--- src/rtl/rr_selector.sv ---
// Round-robin output selector for one crossbar output port.
// Locks onto a multi-flit packet until its tail flit transfers.
module rr_selector #(
  parameter int N_IN  = 5,
  parameter int CNT_W = 16
) (
  input  logic             clk,
  input  logic             rst_n,
  input  logic [N_IN-1:0]  req,
  input  logic [N_IN-1:0]  tail,
  input  logic             out_ready,
  output logic [N_IN-1:0]  select,
  output logic             valid,
  output logic             locked,
  output logic [CNT_W-1:0] pkt_cnt
);

  localparam int PW = (N_IN > 1) ? $clog2(N_IN) : 1;
  localparam logic [PW-1:0] LAST = PW'(N_IN - 1);

  typedef enum logic {IDLE, LOCKED} state_t;

  state_t        state, state_nxt;
  logic [PW-1:0] owner, owner_nxt;
  logic [PW-1:0] ptr, ptr_nxt;
  logic [PW-1:0] win, cur;
  logic          found, xfer, done;

  // Circular first-set search starting at ptr.
  always_comb begin : arb
    int idx;
    win   = '0;
    found = 1'b0;
    idx   = 0;
    for (int k = 0; k < N_IN; k++) begin
      idx = int'(ptr) + k;
      if (idx >= N_IN) idx = idx - N_IN;
      if (!found && req[idx]) begin
        found = 1'b1;
        win   = PW'(idx);
      end
    end
  end

  always_comb begin
    cur    = (state == LOCKED) ? owner : win;
    select = '0;
    if (state == LOCKED || found) select[cur] = 1'b1;
    valid  = |(select & req);
    xfer   = valid & out_ready;
    done   = xfer & tail[cur];
    locked = (state == LOCKED);
  end

  always_comb begin
    state_nxt = state;
    owner_nxt = owner;
    ptr_nxt   = ptr;
    unique case (state)
      IDLE: begin
        if (xfer && !tail[cur]) begin
          state_nxt = LOCKED;
          owner_nxt = cur;
        end
      end
      LOCKED: begin
        if (done) state_nxt = IDLE;
      end
      default: state_nxt = IDLE;
    endcase
    if (done) ptr_nxt = (cur == LAST) ? '0 : cur + 1'b1;
  end

  always_ff @(posedge clk or negedge rst_n) begin
    if (!rst_n) begin
      state   <= IDLE;
      owner   <= '0;
      ptr     <= '0;
      pkt_cnt <= '0;
    end else begin
      state   <= state_nxt;
      owner   <= owner_nxt;
      ptr     <= ptr_nxt;
      pkt_cnt <= pkt_cnt + CNT_W'(done);
    end
  end

endmodule

--- config.mk ---
export PLATFORM = sky130hd
export DESIGN_NAME = rr_selector
export DESIGN_NICKNAME = d
export VERILOG_FILES = /design/src/rtl/rr_selector.sv
export SDC_FILE = /design/constraint.sdc
export NUM_CORES = 1
export LEC_CHECK = 0
export CORE_MARGIN = 2
export CORE_UTILIZATION = 28
export CTS_CLUSTER_SIZE = 10
export DETAILED_ROUTE_END_ITERATION = 8
export SKIP_LAST_GASP = 1
export SYNTH_ARGS = -nofsm -noshare
export SYNTH_HDL_FRONTEND = slang
export SYNTH_SLANG_ARGS = --single-unit
--- constraint.sdc ---
create_clock -name clk -period 5.72 [get_ports clk]
set_input_delay 0.572 -clock clk [delete_from_list [all_inputs] [get_ports clk]]
set_output_delay 0.572 -clock clk [all_outputs]
set_load 0.02 [all_outputs]
# [Yosys cells after proc, flatten, opt, wreduce, memory -nomap -nowiden]
# Index checks and enable logic that the tools add are counted.
[op_classes] div_mod_pow=0 bitwise_logic=4 magnitude_cmp=12 mux=40 shifts=0 addsub=11 mul=0 n_reduce_logical=14 eq_ne=1
[ops] cell="$lt 32x5->1 const B" n=5
[ops] cell="$mux 32" n=5
[ops] cell="$mux 3" n=7
[ops] cell="$sub 4x3->5 const B" n=4
[ops] cell="$mux 1" n=19
[ops] cell="$bmux 1 s3" n=6
[ops] cell="$add 16x1->16" n=1
[ops] cell="$ge 4x3->1 const B" n=4
[ops] cell="$add 3x2->4 const B" n=2
[ops] cell="$logic_and 1x1->1" n=6
[ops] cell="$and 5x5->5" n=1
[ops] cell="$logic_not 1->1" n=5
[ops] cell="$mux 5" n=1
[ops] cell="$reduce_or 5->1" n=1
[ops] cell="$add 3x1->4 const B" n=1
[ops] cell="$add 3x3->4 const B" n=1
[ops] cell="$lt 3x4->1 const B" n=1
[ops] cell="$sub 3x3->4 const B" n=1
[ops] cell="$add 3x1->3 const B" n=1
[ops] cell="$demux 1 s3" n=1
[ops] cell="$eq 3x3->1 const B" n=1
[ops] cell="$ge 3x1->1 const B" n=1
[ops] cell="$ge 3x3->1 const B" n=1
[ops] cell="$and 1x1->1" n=2
[ops] cell="4 further kinds" n=4
[totals] output_inout_bits=23 ram_bits=0 latchBits=0 reg_bits=23 rom_bits=0 n_memories=0

# [Longest topological paths before layout]
# Gate-level depths: netlist of the first run.
[depth] word_depth=30 ltp_mapped=26 mapped_depth_nobuf=21

# [Least setup slack after synthesis of the first run]
# OpenSTA, ideal clock, no wires.
[synth_path] path_type="reg-to-reg" from="reg ptr[0]" to="reg pkt_cnt[12]" t_arrival_ps=5322 setup_slack_ps=266 stages_incl_launch_ff=26 setup_ps=132 n_path_buf=4 cell_sequence="dfrtp_1 buf_6 buf_6 buf_2 inv_1 ha_1 inv_1 ha_1 a21o_1 mux2_4 and3_4 a2111o_1 or3_1 buf_6 o31a_1 o31ai_2 mux2_2 and3_1 or2_1 nand3_2 inv_1 ha_1 ha_1 nand3_1 nor2_1 xor2_1"
[synth_between] elab_chain_cells=29
[synth_rtl] item="start, declared" line_no="25" source="logic [PW-1:0] ptr, ptr_nxt;"
[synth_rtl] item="start signal, assigned" line_no="83" source="ptr <= ptr_nxt;"
[synth_rtl] item="branches (longest 23 deep; another with $sub 4x3->5)"
[synth_rtl] item="$mux 5 (*)" line_no="48" source="if (state == LOCKED || found) select[cur] = 1'b1;"
[synth_rtl] item="$and 5x5->5 (*)" line_no="49" source="valid = |(select & req);"
[synth_rtl] item="$reduce_or 5->1 (*)" line_no="49"
[synth_rtl] item="net valid" line_no="13" source="output logic valid,"
[synth_rtl] item="$and 1x1->1 (*)" line_no="50" source="xfer = valid & out_ready;"
[synth_rtl] item="$and 1x1->1 (*)" line_no="51" source="done = xfer & tail[cur];"
[synth_rtl] item="net done" line_no="27" source="logic found, xfer, done;"
[synth_rtl] item="$add 16x1->16 (*)" line_no="84" source="pkt_cnt <= pkt_cnt + CNT_W'(done);"
[synth_rtl] item="end signal, assigned" line_no="84"
[synth_rtl] item="end, declared" line_no="15" source="output logic [CNT_W-1:0] pkt_cnt"
# Mark *: on every way through the listed nets, which the timed path passes. The select of a mux whose other input is x is not followed.
# A chain may end at the register's enable or synchronous reset.

# [Worst setup path after layout of the first run]
[layout_path] from="reg ptr[1]" to="out valid"
[layout_between] elab_chain_cells=26
[layout_rtl] item="branches (longest 23 deep; another with $sub 4x3->5)"
[layout_rtl] item="$mux 5 (*)" line_no="48"
[layout_rtl] item="$and 5x5->5 (*)" line_no="49"
[layout_rtl] item="$reduce_or 5->1 (*)" line_no="49"
[layout_rtl] item="end, declared" line_no="13"
# Mark *: on every way between the ends. The select of a mux whose other input is x is not followed.

==> results of run 1 <==
## state kept, by name, indices dropped and copies added (netlist names), named ones only
signal   cells
owner        3
pkt_cnt     16
ptr          3
## through the flow
| stage | instances | cell area [µm²] | setup WS, ps | utilization, % |
|---|---|---|---|---|
| global placement | 437 | 3060 | 414 | 33.6 |
| floorplan | 296 | 2600 | 266 | - |
| finish | 441 | 3120 | 231 | 34.3 |
| CTS | 441 | 3110 | 191 | 34.2 |
| global route | 441 | 3120 | 0.443 | 34.3 |
| detailed placement | 437 | 3060 | 322 | 33.6 |
## routing by layer
layer	wire length (µm)	vias to the layer above	share of wire, %
met4	102	0	1.5
met5	0	-	0
met3	465	8	6.8
met1	3230	1090	47
met2	3020	66	44
li1	-	1182	-
## final timing paths
kind | start | endpoint | slack [ps] | cells after the start
max in group asynchronous | rst_n | pkt_cnt[10]$_DFF_PN0_ | 4240 | 1
min | pkt_cnt[15]$_DFF_PN0_ | pkt_cnt[15]$_DFF_PN0_ | 470 | 1
max | ptr[1]$_DFFE_PN0P_ | valid | 230 | 15
min reg2reg | pkt_cnt[15]$_DFF_PN0_ | pkt_cnt[15]$_DFF_PN0_ | 470 | 1
max reg2reg | ptr[1]$_DFFE_PN0P_ | pkt_cnt[12]$_DFF_PN0_ | 390 | 21
min in group asynchronous | rst_n | pkt_cnt[9]$_DFF_PN0_ | 870 | 1
## timing repair
item,CTS,global route
setup buffers,0,0
setup endpoints to repair,0,1
resized for setup,0,1
hold buffers,0,0
## cells by family (layout without fill, tap and decap cells)
family / after synthesis / after routing / synth area share (%)
fa+ha+maj: 16 / 16 / 7.69
mux: 25 / 25 / 11.0
compound gates: 82 / 82 / 25.5
buf+inv: 24 / 58 / 4.71
xor+xnor: 18 / 18 / 6.05
simple gates: 108 / 108 / 23.0
flops: 23 / 23 / 22.1
## cell usage after synthesis (all sizes together) (3+ instances only)
cell type	number	share of area, %
a211oi	7	2.6
a21oi	12	2.7
a31oi	5	1.2
and2	4	0.96
and3	8	2.1
buf	9	2.5
dfrtp	23	22
ha	16	7.7
inv	13	1.9
mux2	13	6.3
mux2i	12	4.6
nand2	20	2.9
nand2b	8	1.9
nand3	13	2.7
nor2	20	2.9
nor2b	5	1.2
nor3	9	2.4
o211a	4	1.5
o211ai	5	1.6
o21ai	13	2.5
o221ai	3	1.2
o31a	6	2.0
or2	3	0.72
or3	7	1.7
xnor2	10	3.4
xor2	8	2.7
## worst register-to-register path: cells and delay by family, from the launching register on
family          cells  cell delay [ps]
flops               1              380
simple gates        6             1560
buf+inv             3              340
compound gates      5             1230
xor+xnor            1              170
mux                 2              670
fa+ha+maj           4              890
## cell type report
class / instances / share of cell area (%)
multi-input cells: 249 / 61.3
flip-flops and latches: 23 / 18.4
repair buffers: 41 / 12.7
well taps: 111 / 4.45
inverters: 13 / 1.56
clock buffers: 3 / 1.32
clock inverters: 1 / 0.240
==> impl_metrics.json, run 1 <==
{
  "status": "completed",
  "synth_edf_count": 0,
  "routed_wl_um": 6810,
  "yosysSeqAreaShare_pct": 22.1,
  "gp_congestion": 0.828,
  "synth_flop_cell": "dfrtp_1",
  "worstPathArrival_ps": 4920,
  "vias": 2346,
  "fp-row-count": 35,
  "nFillCells": 960,
  "wire_per_inst_um": 15.4,
  "first_pass_iters": 4,
  "coreArea_mm2": 0.00911,
  "ant_nets": 0,
  "grt.busiest_layer": "met2",
  "synth_area_per_cell_um2": 8.80,
  "die_area_mm2": 0.0101,
  "grt_pass1_wl_um": 11300,
  "path_delay_family": "simple AND/OR/NAND/NOR gates",
  "clk_latency_ps": 260,
  "multi_input_area_mm2": 0.00191,
  "drive_gt1_share_pct": 11.5,
  "antennaDiodeCount": 0,
  "fp.dieH_um": 100,
  "final_cell_mix": "clkdlybuf4s50_1 (35), dfrtp_1 (23), nor2_1 (20), nand2_1 (20), ha_1 (16)",
  "io_buffers": 35,
  "slowest_delay_ps": 580,
  "yosysWarnings": 0,
  "hold_class": "reg -> reg",
  "synth_async_sr_flop_share_pct": 100,
  "regArea_um2": 576,
  "vias_per_cell": 5.32,
  "root_buffer": "clkbuf_8",
  "clock_sinks": 23,
  "path_max_fanout": 9,
  "maxSlewHeadroom_pct": 31.2,
  "die_w_um": 100,
  "synth.distinct_cells": 72,
  "cp_cell_sequence": "inv_1 -> ha_1 -> inv_1 -> ha_1 -> a21o_1 -> mux2_4 -> and3_4 -> a2111o_1 -> or3_1 -> o31a_1 -> o31ai_4 -> mux2_2 -> and3_1 -> or2_1 -> clkdlybuf4s50_1",
  "endpoint_kind": "primary output",
  "crit_buf_inv": 3,
  "setup_tns_ps": 0,
  "grt_util_met1_pct": 19.1,
  "cts.htree.levels": 1,
  "grt_use_met3_pct": 2.99,
  "drc_errors": 0,
  "grt_max_degree": 30,
  "setup_viol": 0,
  "path_class": "reg -> out",
  "final_common_cell": "clkdlybuf4s50_1",
  "slew_violations": 0,
  "clockBufferDepth": 2,
  "hold_violations": 0,
  "netlist_instances": 296,
  "drt_iter0_markers": 98,
  "nNetsFinal": 360,
  "synth_area_mm2": 0.00260,
  "cp-start-kind": "flip-flop",
  "required_ps": 5150,
  "period_share_pct": 96.0,
  "worst_slew_pin_slew_ps": 1030,
  "start_util_pct": 28.6,
  "ios": 36,
  "cts_tree": "yes",
  "globalRouteMet2Util_pct": 21.4,
  "place_hpwl_um": 5200,
  "skew_ps": 4.73,
  "maxCapViolCount": 0,
  "whs_ps": 471,
  "syn_to_final_growth_pct": 19.9,
  "rsz0062_at_grt": "no",
  "grt_pass1_vias": 2303,
  "grt_overflow": 0,
  "ys_seq_elements": 23,
  "clkTransAtPathRegs_ps": 90,
  "min_period_ps": 5490,
  "grtUsageTotal_pct": 13.7,
  "antenna_found_initial": 0,
  "clock.fmax_mhz": 182,
  "cts_made_buffers": 3,
  "cp_slowest_cell": "clkdlybuf4s50_1",
  "syn-num-nets": 325
}
Power of run 1 is not shown: default switching activity piles up to over one toggle a cycle in this logic, so the estimate is an artifact.
==> run 2, diff against run 1 <==
GPL_ROUTABILITY_DRIVEN = 0   (was default)
==> results of run 2 <==
Same layout as run 1: the final DEF is identical, and so are final timing and power.
Power of run 2 is left out for the same reason.
